===== src/rtl/msrv32_lsu_bus_master.sv =====
// msrv32_lsu_bus_master: stage-3 load/store unit driving a req/ack data bus.
// Stores are lane-replicated with a byte mask; loads are lane-extracted and extended.
module msrv32_lsu_bus_master #(
  parameter int TIMEOUT_CYCLES = 16,
  parameter int CNT_W = 5
) (
  input  logic        clk_in,
  input  logic        reset_in,
  input  logic        mem_op_valid_in,
  input  logic        mem_we_in,
  input  logic [1:0]  load_size_in,
  input  logic        load_unsigned_in,
  input  logic [31:0] addr_in,
  input  logic [31:0] store_data_in,
  input  logic [31:0] dm_rdata_in,
  input  logic        dm_ack_in,
  output logic        dm_req_out,
  output logic        dm_we_out,
  output logic [31:0] dm_addr_out,
  output logic [31:0] dm_wdata_out,
  output logic [3:0]  dm_mask_out,
  output logic [31:0] load_data_out,
  output logic        load_valid_out,
  output logic        misaligned_out,
  output logic        bus_err_out,
  output logic        stall_out
);
  typedef enum logic [1:0] {IDLE = 2'd0, REQ = 2'd1, RESP = 2'd2} state_t;
  state_t state_q, state_d;
  logic [CNT_W-1:0] cnt_q, cnt_d;
  logic [1:0] size_q, size_d, off_q, off_d;
  logic uns_q, uns_d, we_q, we_d;
  logic req_q, req_d, ld_valid_q, ld_valid_d, misal_q, misal_d, berr_q, berr_d;
  logic [31:0] addr_q, addr_d, wdata_q, wdata_d, ldata_q, ldata_d;
  logic [3:0] mask_q, mask_d;
  logic misal, timeout, start, done;
  logic [31:0] wdata_fmt, rsh, ext;
  logic [3:0] mask_fmt;
  logic [7:0] byte_l;
  logic [15:0] half_l;
  assign misal   = (load_size_in == 2'd1 && addr_in[0]) || (load_size_in[1] && addr_in[1:0] != 2'd0);
  assign timeout = cnt_q == CNT_W'(TIMEOUT_CYCLES - 1);
  assign start   = state_q == IDLE && mem_op_valid_in && !misal;
  assign done    = state_q == REQ && (dm_ack_in || timeout);
  always_ff @(posedge clk_in or negedge reset_in) begin
    if (!reset_in) begin
      state_q    <= IDLE;
      cnt_q      <= '0;
      size_q     <= '0;
      off_q      <= '0;
      uns_q      <= 1'b0;
      we_q       <= 1'b0;
      req_q      <= 1'b0;
      ld_valid_q <= 1'b0;
      misal_q    <= 1'b0;
      berr_q     <= 1'b0;
      addr_q     <= '0;
      wdata_q    <= '0;
      ldata_q    <= '0;
      mask_q     <= '0;
    end else begin
      state_q    <= state_d;
      cnt_q      <= cnt_d;
      size_q     <= size_d;
      off_q      <= off_d;
      uns_q      <= uns_d;
      we_q       <= we_d;
      req_q      <= req_d;
      ld_valid_q <= ld_valid_d;
      misal_q    <= misal_d;
      berr_q     <= berr_d;
      addr_q     <= addr_d;
      wdata_q    <= wdata_d;
      ldata_q    <= ldata_d;
      mask_q     <= mask_d;
    end
  end
  // ack wins over the timeout when both land on the last REQ cycle
  always_comb begin
    state_d = state_q == IDLE ? (mem_op_valid_in ? (misal ? RESP : REQ) : IDLE)
            : state_q == REQ  ? ((dm_ack_in || timeout) ? RESP : REQ)
            : IDLE;
  end
  always_comb begin
    wdata_fmt = load_size_in == 2'd0 ? {4{store_data_in[7:0]}}
              : load_size_in == 2'd1 ? {2{store_data_in[15:0]}}
              : store_data_in;
    mask_fmt  = load_size_in == 2'd0 ? 4'b0001 << addr_in[1:0]
              : load_size_in == 2'd1 ? (addr_in[1] ? 4'b1100 : 4'b0011)
              : 4'b1111;
    rsh       = dm_rdata_in >> {off_q, 3'b000};
    byte_l    = rsh[7:0];
    half_l    = off_q[1] ? dm_rdata_in[31:16] : dm_rdata_in[15:0];
    ext       = size_q == 2'd0 ? {{24{~uns_q & byte_l[7]}}, byte_l}
              : size_q == 2'd1 ? {{16{~uns_q & half_l[15]}}, half_l}
              : dm_rdata_in;
    cnt_d      = state_q == REQ ? cnt_q + CNT_W'(1) : '0;
    size_d     = start ? load_size_in : size_q;
    off_d      = start ? addr_in[1:0] : off_q;
    uns_d      = start ? load_unsigned_in : uns_q;
    we_d       = start ? mem_we_in : we_q;
    req_d      = state_d == REQ;
    addr_d     = start ? {addr_in[31:2], 2'b00} : addr_q;
    wdata_d    = start ? (mem_we_in ? wdata_fmt : 32'd0) : wdata_q;
    mask_d     = start ? (mem_we_in ? mask_fmt : 4'b1111) : mask_q;
    ld_valid_d = done && dm_ack_in && !we_q;
    misal_d    = state_q == IDLE && mem_op_valid_in && misal;
    berr_d     = done && !dm_ack_in;
    ldata_d    = ld_valid_d ? ext : berr_d ? 32'd0 : ldata_q;
  end
  assign dm_req_out     = req_q;
  assign dm_we_out      = we_q;
  assign dm_addr_out    = addr_q;
  assign dm_wdata_out   = wdata_q;
  assign dm_mask_out    = mask_q;
  assign load_data_out  = ldata_q;
  assign load_valid_out = ld_valid_q;
  assign misaligned_out = misal_q;
  assign bus_err_out    = berr_q;
  assign stall_out      = (state_q == IDLE && mem_op_valid_in) || state_q == REQ;
endmodule


===== config.mk =====
export PLATFORM = sky130hd
export DESIGN_NAME = msrv32_lsu_bus_master
export DESIGN_NICKNAME = d
export VERILOG_FILES = /design/src/rtl/msrv32_lsu_bus_master.sv
export SDC_FILE = /design/constraint.sdc
export NUM_CORES = 1
export LEC_CHECK = 0
export CAP_MARGIN = 30
export CORE_MARGIN = 2
export CORE_UTILIZATION = 40
export DETAILED_ROUTE_END_ITERATION = 16
export PLACE_DENSITY = 0.81
export SYNTH_ARGS = -nofsm -noshare
export SYNTH_HDL_FRONTEND = slang
export SYNTH_SLANG_ARGS = --single-unit

===== constraint.sdc =====
create_clock -name clk_in -period 2.5 [get_ports clk_in]
set_input_delay 0.25 -clock clk_in [delete_from_list [all_inputs] [get_ports clk_in]]
set_output_delay 0.25 -clock clk_in [all_outputs]
set_load 0.03 [all_outputs]

; ---- Word-level counts from Yosys, hierarchy flattened
; Cells that the tools add are included.
[classes]
addsub = 1
n_eq_ne = 5
shift = 2
muxes = 18
bitwise_logic = 3
reduce_logical = 20
[ops]
columns = op, n
row1 = $mux W32, 7
row2 = $shr A32 B5 Y8, 1
row3 = $mux W16, 1
row4 = $mux W4, 4
row5 = $mux W2, 5
row6 = $logic_and A1 B1 Y1, 9
row7 = $eq A2 B1 Y1 const B, 4
row8 = $logic_not A2 Y1, 3
row9 = $add A5 B1 Y5 const B, 1
row10 = $eq A5 B4 Y1 const B, 1
row11 = $mux W5, 1
row12 = $reduce_bool A2 Y1, 2
row13 = $shl A1 B2 Y4 const A, 1
row14 = $logic_not A1 Y1, 3
row15 = $logic_or A1 B1 Y1, 3
row16 = $and A1 B1 Y1, 2
row17 = $not A1 Y1, 1
[word_totals]
reg_bits = 115
inputBits = 104
word_cells = 63

; ---- Logic depth before layout (Yosys ltp)
[depth]
ltp_word = 7
mapped_depth = 8

; ---- Worst setup path after synthesis
; Ideal clock, no wire load.
[synth_timing]
path_kind = register to register
startpoint = register cnt_q[0]
endpoint = register ldata_q[19], in the netlist load_data_out[19]
setup_ns = 0.104
arrival_time_ns = 1.671
required_time_ns = 2.396
setup_slack_ns = 0.725
stages_incl_launch_ff = 9
path_buffers = 2
period_less_slack_ns = 1.775
cell_sequence = dfrtp_1 -> ha_1 -> and3_1 -> ha_1 -> nand4bb_1 -> clkbuf_1 -> clkbuf_1 -> nand3_1 -> o41ai_2
[synth_via]
elab_chain_len = 6
[synth_rtl]
columns = element, line_no
row1 = from (decl), 30  ; logic [CNT_W-1:0] cnt_q, cnt_d;
row2 = from (signal assigned), 63  ; cnt_q <= cnt_d;
row3 = $eq A5 B4 Y1 (*), 42  ; assign timeout = cnt_q == CNT_W'(TIMEOUT_CYCLES - 1);
row4 = $logic_or A1 B1 Y1 (*), 44  ; assign done = state_q == REQ && (dm_ack_in || timeout);
row5 = $logic_and A1 B1 Y1 (*), 44
row6 = $logic_and A1 B1 Y1 (2 in series), 106  ; ld_valid_d = done && dm_ack_in && !we_q;
row7 = $mux W32 or $reduce_bool A2 Y1 (tied branches), n/a
row8 = to (signal assigned), 74  ; ldata_q <= ldata_d;
row9 = to (decl), 34  ; logic [31:0] addr_q, addr_d, wdata_q, wdata_d, ldata_q, ldata_d;
; Every way passes the cells marked *; elsewhere a longest branch is shown, timed or not.
; A chain may end at the register's enable or synchronous reset.

; ---- Final worst setup path
[layout_timing]
startpoint = register size_q[0]
endpoint = register ldata_q[9], in the netlist load_data_out[9]
[layout_via]
elab_chain_len = 4
[layout_rtl]
columns = element, line_no
row1 = from (decl), 31  ; logic [1:0] size_q, size_d, off_q, off_d;
row2 = from (signal assigned), 64  ; size_q <= size_d;
row3 = $eq A2 B1 Y1, 95  ; : size_q == 2'd1 ? {{16{~uns_q & half_l[15]}}, half_l}
row4 = $mux W32, 95
row5 = $mux W32 (*), 94  ; ext = size_q == 2'd0 ? {{24{~uns_q & byte_l[7]}}, byte_l}
row6 = $mux W32 (*), 109  ; ldata_d = ld_valid_d ? ext : berr_d ? 32'd0 : ldata_q;
; Marked as above.

==> impl_metrics.json <==
{
  "place.port_buffers": 207,
  "fmax_mhz": 511,
  "synth.area.mux_share_pct": 21.6,
  "gp_congestion": 0.862,
  "r2r_slack_ps": 540,
  "finalNetCount": 814,
  "synth_simple_gate_area_share_pct": 11.8,
  "synth_enable_flop_cells": 0,
  "stdcell_count": 903,
  "fp.dieH_microns": 127,
  "worstPathArrival_ps": 2220,
  "synth_top_area_cell": "dfrtp_1",
  "critPathLaunchType": "register",
  "synth.area.top_cells": "dfrtp_1 (48%), mux2_4 (11%), mux2_2 (6.9%)",
  "synth_top_area_share_pct": 47.7,
  "crit_family": "compound AO/OA/AOI/OAI gates",
  "route.detailed.drc": 0,
  "cts_buffers": 17,
  "die_area_sq_um": 16100,
  "avgSynthCellArea_sq_um": 11.9,
  "wirelength_met1_mm": 7.00,
  "grtUsageTotal_pct": 21.6,
  "worstSetupPathType": "reg2reg",
  "row_count": 44,
  "cts.sinks": 115,
  "overflow": 0,
  "path_cells": "or3b_1 -> o221ai_4 -> buf_12 -> o31ai_1",
  "path_clk_slew_ps": 50,
  "synthCells": 508,
  "firstDrtPassIters": 5,
  "die_w_microns": 127,
  "outcome": "finished clean",
  "cts_tree": "done",
  "clock_path_buffers": 2,
  "dr.max_layer_used": "met4",
  "syn_to_final_growth_pct": 46.6,
  "critical-path-max-stage-delay_ps": 580,
  "synthAdderAreaFrac_pct": 0.415,
  "worst_ir_drop_vdd_mv": 0.658,
  "coreArea_sq_um": 14600,
  "setup-tns-final_ps": 0,
  "initial_utilization_pct": 41.2,
  "antenna_found_initial": 0,
  "period_needed_ps": 1960,
  "worstSkewPairLatency_ps": 410,
  "drv_cap": 0,
  "synth_area_sq_um": 6040,
  "cellPowerDensity_nw_per_um2": 1150,
  "hpwlAfterDp_mm": 12.4,
  "hold_viol_final": 0,
  "preCtsSetupSlack_ps": 405,
  "cp_max_fo": 15,
  "htree_levels": 4,
  "final-setup-viol-count": 0,
  "grt_pass1_vias": 5173,
  "synth_warnings": 0,
  "maxSlewViolCount": 0,
  "cts_root_buf": "clkbuf_16",
  "final_util_pct": 60.4,
  "cp_num_buf_inv": 1,
  "worst_pin_slew_ps": 770,
  "route.vias.total": 4946,
  "rsz0062_at_grt": "false",
  "clock_skew_ps": 14.3,
  "pin_count": 210,
  "worstHoldStart": "addr_in[18]",
  "via_per_inst": 5.48,
  "fillCellCount": 1178,
  "end_kind": "register",
  "whs_endpoint": "dm_addr_out[18]$_DFFE_PN0P_",
  "grt_start_max_net_pins": 58,
  "wl_met2_mm": 8.33,
  "yosysSeqAreaShare_pct": 47.7,
  "antenna_cells": 0,
  "synthArstFlopShare_pct": 100,
  "synth-seq-cells": 115,
  "synth_top_family_by_area": "multiplexers",
  "grt_pass1_wl_mm": 27.2,
  "drt_iter0_drc": 375,
  "wl_per_cell_microns": 19.1,
  "synth_cell_type_count": 45,
  "min_period_over_period_pct": 78.2,
  "worst_slack_ps": 544,
  "synth-compound-area-share_pct": 12.4,
  "timing.rr.end": "load_data_out[9]$_DFFE_PN0P_",
  "crit_slowest_cell": "or3b_1",
  "wl_mm": 17.2,
  "p_leak_nw": 4.00,
  "synthXorXnorAreaFrac_pct": 0.290,
  "wl_met3_mm": 1.49,
  "reg2regPathDepth": 4,
  "ant_nets": 0,
  "synth_flop_cell": "dfrtp_1",
  "crit_required_ps": 2760,
  "dp.cells": 872,
  "drive_above_1_share_pct": 21.1,
  "min_path_type": "in2reg",
  "relSlewSlack_pct": 48.7,
  "rr_startpoint": "size_q[0]$_DFFE_PN0P_",
  "power_mw": 10.2,
  "whs_path_depth": 2
}
worst register-to-register path, stage by stage (launching register included):
cell and delay [ps]:
dfrtp_1 390, or3b_1 580, o221ai_4 520, buf_12 230, o31ai_1 100
synthesized netlist by cell type (all sizes together) (2+ instances only):
cell	number
nand3	33
nand4bb	2
inv	22
nor3b	2
nor3	2
a21oi	10
o41ai	17
nor2	35
nand2	8
buf	30
o31ai	16
nand2b	11
or3b	9
o211ai	8
o22ai	7
o21ai	13
mux2i	24
dfrtp	115
and3	2
a211oi	15
clkbuf	18
ha	2
mux2	80
and4b	15
logic make-up (layout without fill, tap and decap cells):
| family | after synthesis | in the layout |
|---|---|---|
| xor gates and xnor gates | 2 | 2 |
| adders and majority gates | 2 | 2 |
| AOI/OAI and AO/OA | 90 | 90 |
| buffers and inverters | 71 | 281 |
| DFF | 115 | 115 |
| and+or+nand+nor | 123 | 123 |
| muxes | 104 | 104 |
| other | 1 | 2 |
where the power goes:
group          switching (mW)  total (mW)  internal (mW)
registers               0.456        3.01           2.56
logic                    2.65        4.89           2.25
clock network           0.797        2.27           1.48
total                    3.90        10.2           6.28
repair_timing:
action,CTS,global route
gates resized for setup,0,0
hold buffers,1,0
buffers inserted,0,0
endpoints found under the hold margin,55,0
sequential cells by signal (all words and copies together), names as in the netlist:
| signal | cells |
|---|---|
| dm_wdata_out | 32 |
| size_q | 2 |
| cnt_q | 5 |
| dm_we_out | 1 |
| dm_addr_out | 30 |
| state_q | 2 |
| bus_err_out | 1 |
| misaligned_out | 1 |
| dm_mask_out | 4 |
| uns_q | 1 |
| load_valid_out | 1 |
| load_data_out | 32 |
| off_q | 2 |
| dm_req_out | 1 |
worst max-delay path by stage:
stage | start | endpoint | slack, ps | cells after the start
after floorplan | cnt_q[0]$_DFF_PN0_ | load_data_out[19]$_DFFE_PN0P_ | 730 | 8
after global placement | load_size_in[1] | dm_wdata_out[14]$_DFFE_PN0P_ | 460 | 5
after detailed placement | load_size_in[1] | dm_wdata_out[9]$_DFFE_PN0P_ | 400 | 5
after CTS | off_q[0]$_DFFE_PN0P_ | load_data_out[9]$_DFFE_PN0P_ | 560 | 4
after global routing | size_q[0]$_DFFE_PN0P_ | load_data_out[9]$_DFFE_PN0P_ | 490 | 4
final | size_q[0]$_DFFE_PN0P_ | load_data_out[9]$_DFFE_PN0P_ | 540 | 4
through the flow:
step	area, sq um	hold WS [ps]
after global routing	8850	445
final	8850	448
after floorplan	6040	-45.6
after CTS	8850	433
after global placement	8280	357
after detailed placement	8280	380
routing by layer:
layer / GRT usage [%] / vias up
met1: 27.0 / 2435
li1: - / 2246
met3: 6.87 / 26
met4: 8.99 / 0
met2: 34.7 / 239
met5: 0 / -
final cells by class:
| class | instances | area [sq um] | area share [%] |
|---|---|---|---|
| timing repair buffer | 228 | 2280 | 25.8 |
| tap | 184 | 230 | 2.60 |
| inverter | 23 | 86.3 | 0.976 |
| clock buffer | 25 | 505 | 5.71 |
| multi-input combinational | 323 | 2820 | 31.9 |
| sequential | 115 | 2880 | 32.5 |
| clock inverter | 5 | 50.0 | 0.566 |
layout by cell type (no fill, tap or decap), types with 12 or more instances in the layout:
| master | instances |
|---|---|
| a211oi_1 | 15 |
| and4b_1 | 15 |
| buf_4 | 17 |
| clkbuf_16 | 17 |
| clkdlybuf4s50_1 | 206 |
| dfrtp_1 | 115 |
| inv_1 | 22 |
| mux2_2 | 37 |
| mux2_4 | 43 |
| mux2i_1 | 24 |
| nand3_1 | 33 |
| nor2_1 | 35 |
| o21ai_0 | 12 |
| o31ai_1 | 16 |
| o41ai_2 | 12 |
(Power assumes the default switching activity.)
